### src/rtl/ibex_rf_wb_arbiter_if.sv
// Writeback arbiter bus: the EX request, the LSU response and load issue, the register-file
// write port, the ID operand addresses and the status outputs.
interface ibex_rf_wb_arbiter_if #(
    parameter int DataWidth = 32
);
    logic                 ex_valid_i;
    logic                 ex_ready_o;
    logic [4:0]           ex_waddr_i;
    logic [DataWidth-1:0] ex_wdata_i;

    logic                 lsu_valid_i;
    logic [4:0]           lsu_waddr_i;
    logic [DataWidth-1:0] lsu_wdata_i;
    logic                 lsu_issue_i;
    logic [4:0]           lsu_issue_addr_i;

    logic                 we_a_o;
    logic [4:0]           waddr_a_o;
    logic [DataWidth-1:0] wdata_a_o;

    logic [4:0]           raddr_a_i;
    logic [4:0]           raddr_b_i;
    logic                 hazard_o;
    logic [2:0]           fifo_count_o;

    modport slave (
        input  ex_valid_i, ex_waddr_i, ex_wdata_i,
        input  lsu_valid_i, lsu_waddr_i, lsu_wdata_i, lsu_issue_i, lsu_issue_addr_i,
        input  raddr_a_i, raddr_b_i,
        output ex_ready_o, we_a_o, waddr_a_o, wdata_a_o, hazard_o, fifo_count_o
    );

    modport master (
        output ex_valid_i, ex_waddr_i, ex_wdata_i,
        output lsu_valid_i, lsu_waddr_i, lsu_wdata_i, lsu_issue_i, lsu_issue_addr_i,
        output raddr_a_i, raddr_b_i,
        input  ex_ready_o, we_a_o, waddr_a_o, wdata_a_o, hazard_o, fifo_count_o
    );
endinterface

### src/rtl/ibex_rf_wb_arbiter.sv
// Register-file writeback arbiter: LSU responses win, ALU writes are buffered in order behind them.
// Define IBEX_RF_WB_SCOREBOARD_EN to add the pending-load busy scoreboard that drives hazard_o.
module ibex_rf_wb_arbiter #(
    parameter int DataWidth = 32,
    parameter int FifoDepth = 2
) (
    input logic                  clk_i,
    input logic                  rst_ni,
    ibex_rf_wb_arbiter_if.slave  bus
);
    localparam logic [2:0] Depth   = 3'(FifoDepth);
    localparam logic [1:0] LastPtr = 2'(FifoDepth - 1);

    // Storage is sized for the largest legal depth; entries past FifoDepth are never addressed.
    logic [4:0]           fifo_waddr_q [4];
    logic [DataWidth-1:0] fifo_wdata_q [4];
    logic [1:0]           wptr_q, rptr_q;
    logic [2:0]           count_q, count_d;

    logic                 ex_ready, ex_fire, fifo_empty, push, pop;
    logic                 sel_valid;
    logic [4:0]           sel_addr;
    logic [DataWidth-1:0] sel_data;

    function automatic logic [1:0] ptr_inc(input logic [1:0] p);
        return (p == LastPtr) ? 2'd0 : p + 2'd1;
    endfunction

    assign ex_ready   = (count_q < Depth);
    assign ex_fire    = bus.ex_valid_i & ex_ready;
    assign fifo_empty = (count_q == 3'd0);
    assign push       = ex_fire & (bus.lsu_valid_i | ~fifo_empty);
    assign pop        = ~bus.lsu_valid_i & ~fifo_empty;

    assign bus.ex_ready_o   = ex_ready;
    assign bus.fifo_count_o = count_q;

    always_comb begin
        sel_valid = 1'b0;
        sel_addr  = bus.lsu_waddr_i;
        sel_data  = bus.lsu_wdata_i;
        if (bus.lsu_valid_i) begin
            sel_valid = 1'b1;
        end else if (!fifo_empty) begin
            sel_valid = 1'b1;
            sel_addr  = fifo_waddr_q[rptr_q];
            sel_data  = fifo_wdata_q[rptr_q];
        end else if (ex_fire) begin
            sel_valid = 1'b1;
            sel_addr  = bus.ex_waddr_i;
            sel_data  = bus.ex_wdata_i;
        end
    end

    always_comb begin
        count_d = count_q;
        case ({push, pop})
            2'b10:   count_d = count_q + 3'd1;
            2'b01:   count_d = count_q - 3'd1;
            default: count_d = count_q;
        endcase
    end

    always_ff @(posedge clk_i or negedge rst_ni) begin
        if (!rst_ni) begin
            count_q <= 3'd0;
            wptr_q  <= 2'd0;
            rptr_q  <= 2'd0;
        end else begin
            count_q <= count_d;
            if (push) wptr_q <= ptr_inc(wptr_q);
            if (pop)  rptr_q <= ptr_inc(rptr_q);
        end
    end

    always_ff @(posedge clk_i) begin
        if (push) begin
            fifo_waddr_q[wptr_q] <= bus.ex_waddr_i;
            fifo_wdata_q[wptr_q] <= bus.ex_wdata_i;
        end
    end

    // Writes to x0 still move the address/data registers so the port reflects the last grant.
    always_ff @(posedge clk_i or negedge rst_ni) begin
        if (!rst_ni) begin
            bus.we_a_o    <= 1'b0;
            bus.waddr_a_o <= 5'd0;
            bus.wdata_a_o <= '0;
        end else begin
            bus.we_a_o <= sel_valid & (sel_addr != 5'd0);
            if (sel_valid) begin
                bus.waddr_a_o <= sel_addr;
                bus.wdata_a_o <= sel_data;
            end
        end
    end

`ifdef IBEX_RF_WB_SCOREBOARD_EN
    logic [31:1] busy_q, busy_d;
    logic [31:0] busy_rd;

    // A new issue to a register outranks the completion of an older load to it.
    always_comb begin
        busy_d = busy_q;
        for (int i = 1; i < 32; i++) begin
            if (bus.lsu_valid_i && bus.lsu_waddr_i == 5'(i))           busy_d[i] = 1'b0;
            if (bus.lsu_issue_i && bus.lsu_issue_addr_i == 5'(i))      busy_d[i] = 1'b1;
        end
    end

    always_ff @(posedge clk_i or negedge rst_ni) begin
        if (!rst_ni) busy_q <= '0;
        else         busy_q <= busy_d;
    end

    assign busy_rd      = {busy_q, 1'b0};
    assign bus.hazard_o = busy_rd[bus.raddr_a_i] | busy_rd[bus.raddr_b_i];
`else
    logic unused_scoreboard_in;
    assign unused_scoreboard_in = ^{bus.lsu_issue_i, bus.lsu_issue_addr_i, bus.raddr_a_i, bus.raddr_b_i};
    assign bus.hazard_o         = 1'b0;
`endif

endmodule

### src/flat_wrapper.sv
// flat-port wrapper written by rule: the top's interface ports become plain ports
module ibex_rf_wb_arbiter_flat 
#(
    parameter int DataWidth = 32,
    parameter int FifoDepth = 2
)
  (clk_i, rst_ni, bus_ex_valid_i, bus_ex_waddr_i, bus_ex_wdata_i, bus_lsu_valid_i, bus_lsu_waddr_i, bus_lsu_wdata_i, bus_lsu_issue_i, bus_lsu_issue_addr_i, bus_raddr_a_i, bus_raddr_b_i, bus_ex_ready_o, bus_we_a_o, bus_waddr_a_o, bus_wdata_a_o, bus_hazard_o, bus_fifo_count_o);
  ibex_rf_wb_arbiter_if #(.DataWidth(DataWidth)) bus_i ();
  input logic clk_i;
  input logic rst_ni;
  input wire logic [$bits(bus_i.ex_valid_i)-1:0] bus_ex_valid_i;
  input wire logic [$bits(bus_i.ex_waddr_i)-1:0] bus_ex_waddr_i;
  input wire logic [$bits(bus_i.ex_wdata_i)-1:0] bus_ex_wdata_i;
  input wire logic [$bits(bus_i.lsu_valid_i)-1:0] bus_lsu_valid_i;
  input wire logic [$bits(bus_i.lsu_waddr_i)-1:0] bus_lsu_waddr_i;
  input wire logic [$bits(bus_i.lsu_wdata_i)-1:0] bus_lsu_wdata_i;
  input wire logic [$bits(bus_i.lsu_issue_i)-1:0] bus_lsu_issue_i;
  input wire logic [$bits(bus_i.lsu_issue_addr_i)-1:0] bus_lsu_issue_addr_i;
  input wire logic [$bits(bus_i.raddr_a_i)-1:0] bus_raddr_a_i;
  input wire logic [$bits(bus_i.raddr_b_i)-1:0] bus_raddr_b_i;
  output wire logic [$bits(bus_i.ex_ready_o)-1:0] bus_ex_ready_o;
  output wire logic [$bits(bus_i.we_a_o)-1:0] bus_we_a_o;
  output wire logic [$bits(bus_i.waddr_a_o)-1:0] bus_waddr_a_o;
  output wire logic [$bits(bus_i.wdata_a_o)-1:0] bus_wdata_a_o;
  output wire logic [$bits(bus_i.hazard_o)-1:0] bus_hazard_o;
  output wire logic [$bits(bus_i.fifo_count_o)-1:0] bus_fifo_count_o;
  assign bus_i.ex_valid_i = bus_ex_valid_i;
  assign bus_i.ex_waddr_i = bus_ex_waddr_i;
  assign bus_i.ex_wdata_i = bus_ex_wdata_i;
  assign bus_i.lsu_valid_i = bus_lsu_valid_i;
  assign bus_i.lsu_waddr_i = bus_lsu_waddr_i;
  assign bus_i.lsu_wdata_i = bus_lsu_wdata_i;
  assign bus_i.lsu_issue_i = bus_lsu_issue_i;
  assign bus_i.lsu_issue_addr_i = bus_lsu_issue_addr_i;
  assign bus_i.raddr_a_i = bus_raddr_a_i;
  assign bus_i.raddr_b_i = bus_raddr_b_i;
  assign bus_ex_ready_o = bus_i.ex_ready_o;
  assign bus_we_a_o = bus_i.we_a_o;
  assign bus_waddr_a_o = bus_i.waddr_a_o;
  assign bus_wdata_a_o = bus_i.wdata_a_o;
  assign bus_hazard_o = bus_i.hazard_o;
  assign bus_fifo_count_o = bus_i.fifo_count_o;
  ibex_rf_wb_arbiter #(.DataWidth(DataWidth), .FifoDepth(FifoDepth)) u_core (.clk_i(clk_i), .rst_ni(rst_ni), .bus(bus_i));
endmodule
### config.mk
export PLATFORM = sky130hd
export DESIGN_NAME = ibex_rf_wb_arbiter_flat
export DESIGN_NICKNAME = d
export VERILOG_FILES = /design/src/rtl/ibex_rf_wb_arbiter_if.sv /design/src/rtl/ibex_rf_wb_arbiter.sv /design/src/flat_wrapper.sv
export SDC_FILE = /design/constraint.sdc
export NUM_CORES = 1
export LEC_CHECK = 0
export CAP_MARGIN = 20
export CORE_MARGIN = 4
export CORE_UTILIZATION = 52
export CTS_CLUSTER_DIAMETER = 80
export DETAILED_ROUTE_END_ITERATION = 10
export HOLD_SLACK_MARGIN = 0.08
export PLACE_DENSITY_LB_ADDON = 0.08
export SKIP_LAST_GASP = 1
export SLEW_MARGIN = 0
export SYNTH_ARGS = -nofsm -noshare
export SYNTH_HDL_FRONTEND = slang
export SYNTH_SLANG_ARGS = --single-unit
### constraint.sdc
create_clock -name clk_i -period 5.9 [get_ports clk_i]
set_input_delay 1.18 -clock clk_i [delete_from_list [all_inputs] [get_ports clk_i]]
set_output_delay 1.18 -clock clk_i [all_outputs]
set_load 0.005 [all_outputs]
==> key figures <==
Power and ir drop
  – Max IR drop VDD: 302.4 uV
  – P_int: 2.812 mW
  – Pleak: 3.168 nW
  – PD cells: 393.5 nW/um2
  – Sw frac: 25.75%
  – Psw: 0.9751 mW
  – Clk network pwr share: 30.5%
  – Reg power frac: 46.3%
  – Logic gate share of total power: 23.2%

Setup path
  – R2R Path Start: u_core.bus.fifo_count_o[1]$_DFFE_PN0P_
  – WP buf/inv: 3
  – CP peak stage delay: 0.77 ns
  – Crit-path cells: clkdlybuf4s50_1 > o21ai_0 > nor2_1 > inv_1 > nor3_2 > buf_4
  – Startpoint Class: input port
  – Crit end category: flop
  – Critical path arrival: 3.42 ns
  – Crit path from: bus_lsu_valid_i
  – CP required: 5.96 ns
  – Critical path class: input port to flop
  – R2R setup slack: 3.16 ns
  – Timing endpoint of the critical path: u_core.fifo_wdata_q[0][27]$_DFFE_PP_
  – Slowest CP cell: clkdlybuf4s50_1
  – Delay-heaviest family, CP: buffers and inverters
  – Peak fanout along the critical path: 32
  – R2r endpoint: u_core.bus.fifo_count_o[2]$_DFFE_PN0P_
  – Crit path depth: 6
  – Worst Reg-to-Reg Cells: 9

Timing
  – Post-route setup TNS: 0 ns
  – Crit share post-route: 56.99%
  – Final setup viols: 0
  – Min Tclk post-route: 3.363 ns
  – Fmax: 0.2974 GHz
  – Worst Tran Pin Value: 1.019 ns
  – Final hold viol count: 0
  – Layout Skew: 0.008889 ns
  – RSZ-0062 raised after global routing: no
  – Final Slew Violations: 0
  – Max-slew headroom: 32.04%
  – Hold slack: 0.5292 ns

Floorplan
  – Die area: 16,740 um2
  – Initial Utilization: 52.92%
  – Die Ht: 129.4 um
  – Std cell rows: 44
  – IO Count: 137
  – Core Region: 14,480 um2
  – Die Span X: 129.4 um

Hold path
  – Hold Crit Start: u_core.bus.waddr_a_o[1]$_DFFE_PN0P_
  – Worst hold path class: flop to flop

Global route
  – Vias in the first global route: 4,619
  – Pin count of the biggest net entering global routing: 64
  – Initial antenna violation count: 0
  – GR Overflow Total: 0
  – GRT Util Overall: 20.23%
  – First-pass GRT wire length: 25,280 um

CTS
  – Clock Sink Count: 193
  – CTS tree: done
  – H-tree depth: 4
  – Register clock-pin slew on the reported worst setup and hold paths: 0.07 ns
  – Clock latency on the worst-skew pair: 0.42 ns
  – Hold-fix buffers at CTS: 0
  – Post-CTS sizing: 0
  – Root Driver: clkbuf_16
  – Post-CTS setup buffer count: 0
  – Cts bufs inserted: 17
  – Clock Path Buffers: 2

Final layout
  – Most common cell after layout, fill and taps aside: edfxtp_1
  – Design area: 9623 um2
  – Layout area overhead: 25.59%
  – Commonest cells after routing, fill and taps aside: edfxtp_1, clkdlybuf4s50_1, dfrtp_1, a21oi_1, o22ai_1
  – Final #Nets: 655
  – Final cell count without fillers: 756
  – Layout cell share with drive strength beyond 1: 15.21%
  – Ant. Diodes: 0

Route
  – Vias per inst: 5.808
  – Vias: 4,391
  – First-pass detailed-route iteration total: 5
  – DRC viols: 0
  – 1st-iter DRT viols: 294
  – Drt total wl: 15,970 um
  – Antenna Nets Post-Route: 0
  – Wire length per cell: 21.12 um

Synthesis
  – Post-Syn Instances: 443
  – Synth top area cells: edfxtp_1, dfrtp_1, mux4_2
  – Mapped Avg Cell Area: 17.30 um2
  – Syn_nets: 539
  – Synth top area share: 58.00%
  – Post-synth top flop: edfxtp_1
  – Synthesized flop and latch total: 193
  – Synth Warn #: 0
  – Synth area leader: edfxtp_1
  – Number of synthesized flops with an enable pin: 148
  – Synth cell types: 32
  – Synth Cell Area: 7662 um2
  – Sequential element share of the synthesized area: 72.70%
  – Async SR Flop Fraction: 23.32%

Placed design
  – Final RePlAce weighted congestion: 0.7175
  – Cell area after placement: 9025 um2
  – Port Buffers: 119
  – Dpl hpwl: 9489 um
  – Post-placement cell count: 724

Status
  – Status: complete, no violations

Run
  – Total of max-cap violations: 0
[synthesized netlist by cell type (2+ instances only)]
library cell / instances
xor2_1: 4
o21ai_0: 34
xnor2_1: 2
clkbuf_1: 16
mux4_1: 2
a21oi_1: 38
buf_2: 11
o22a_1: 5
mux4_2: 35
inv_1: 2
o22ai_1: 36
nand3b_1: 31
nand2_1: 4
ha_1: 2
dfrtp_1: 45
nor2_1: 10
buf_4: 3
edfxtp_1: 148
nand3_1: 2
[worst min-delay path by stage]
stage          slack [ns]  cells after the start                                   to
4_1_cts              0.53                      2  u_core.bus.waddr_a_o[1]$_DFFE_PN0P_
3_5_place_dp         0.52                      2  u_core.bus.waddr_a_o[1]$_DFFE_PN0P_
5_1_grt              0.56                      2  u_core.bus.waddr_a_o[3]$_DFFE_PN0P_
2_1_floorplan        0.50                      1         u_core.wptr_q[0]$_DFFE_PN0P_
6_report             0.53                      2  u_core.bus.waddr_a_o[1]$_DFFE_PN0P_
3_3_place_gp         0.51                      2  u_core.bus.waddr_a_o[4]$_DFFE_PN0P_
[layer usage]
metal / track usage (%) / routed length, um
met3: 4.493 / 820
met2: 33.51 / 8046
met4: 6.485 / 177
met1: 27.09 / 6923
met5: 0 / 0
[power by group through the flow]
stage | Sequential [mW] | Combinational, mW | Clock (mW)
finish | 1.75 | 0.879 | 1.15
global route | 1.78 | 0.971 | 1.23
CTS | 1.76 | 0.896 | 1.17
detailed placement | 1.78 | 0.891 | 0
global placement | 1.77 | 0.883 | 0
floorplan | 1.74 | 0.546 | 0
[worst reg2reg max path: cells and delay by family (launching register included)]
family	cells	cell delay, ns
AO/OA/AOI/OAI	1	0.15
XOR/XNOR	3	0.47
adder cells (fa/ha/maj)	2	0.48
flip-flops	1	0.50
AND/OR/NAND/NOR	3	1.02
[logic make-up (layout without fill, tap and decap cells)]
logic type                 count (synthesis)  count (layout)  share of synthesized area (%)
xor gates and xnor gates                   6               6                         0.6858
muxes                                     39              39                          11.25
buffers and inverters                     34             163                          2.090
other                                      1               1                        0.04894
AOI/OAI and AO/OA                        115             115                          8.410
DFF                                      193             193                          72.70
and+or+nand+nor                           53              53                          4.491
adders and majority gates                  2               2                         0.3265
[state kept, by name, summed over array words and instances, names as in the netlist]
register	cells
u_core.fifo_wdata_q	128
u_core.bus.wdata_a_o	32
u_core.fifo_waddr_q	20
u_core.bus.waddr_a_o	5
u_core.bus.fifo_count_o	3
u_core.rptr_q	2
u_core.wptr_q	2
u_core.bus.we_a_o	1
[stage by stage]
stage / utilization (%) / power (mW) / setup slack [ns]
5_1_grt: 66.46 / 3.977 / 2.311
4_1_cts: 66.46 / 3.825 / 2.514
3_5_place_dp: 62.33 / 2.674 / 2.079
6_report: 66.46 / 3.787 / 2.537
2_1_floorplan: - / 2.285 / 0.8725
3_3_place_gp: 62.33 / 2.656 / 2.184
[layout make-up]
type / count / area [um2]
Fill cell: 1003 / 4856
Multi-Input combinational cell: 216 / 1962
Clock buffer: 21 / 460.4
Sequential cell: 193 / 5573
Timing Repair Buffer: 128 / 1249
Inverter: 3 / 11.26
Tap cell: 184 / 230.2
Clock inverter: 11 / 137.6
Power figures use the tool's default switching activity.
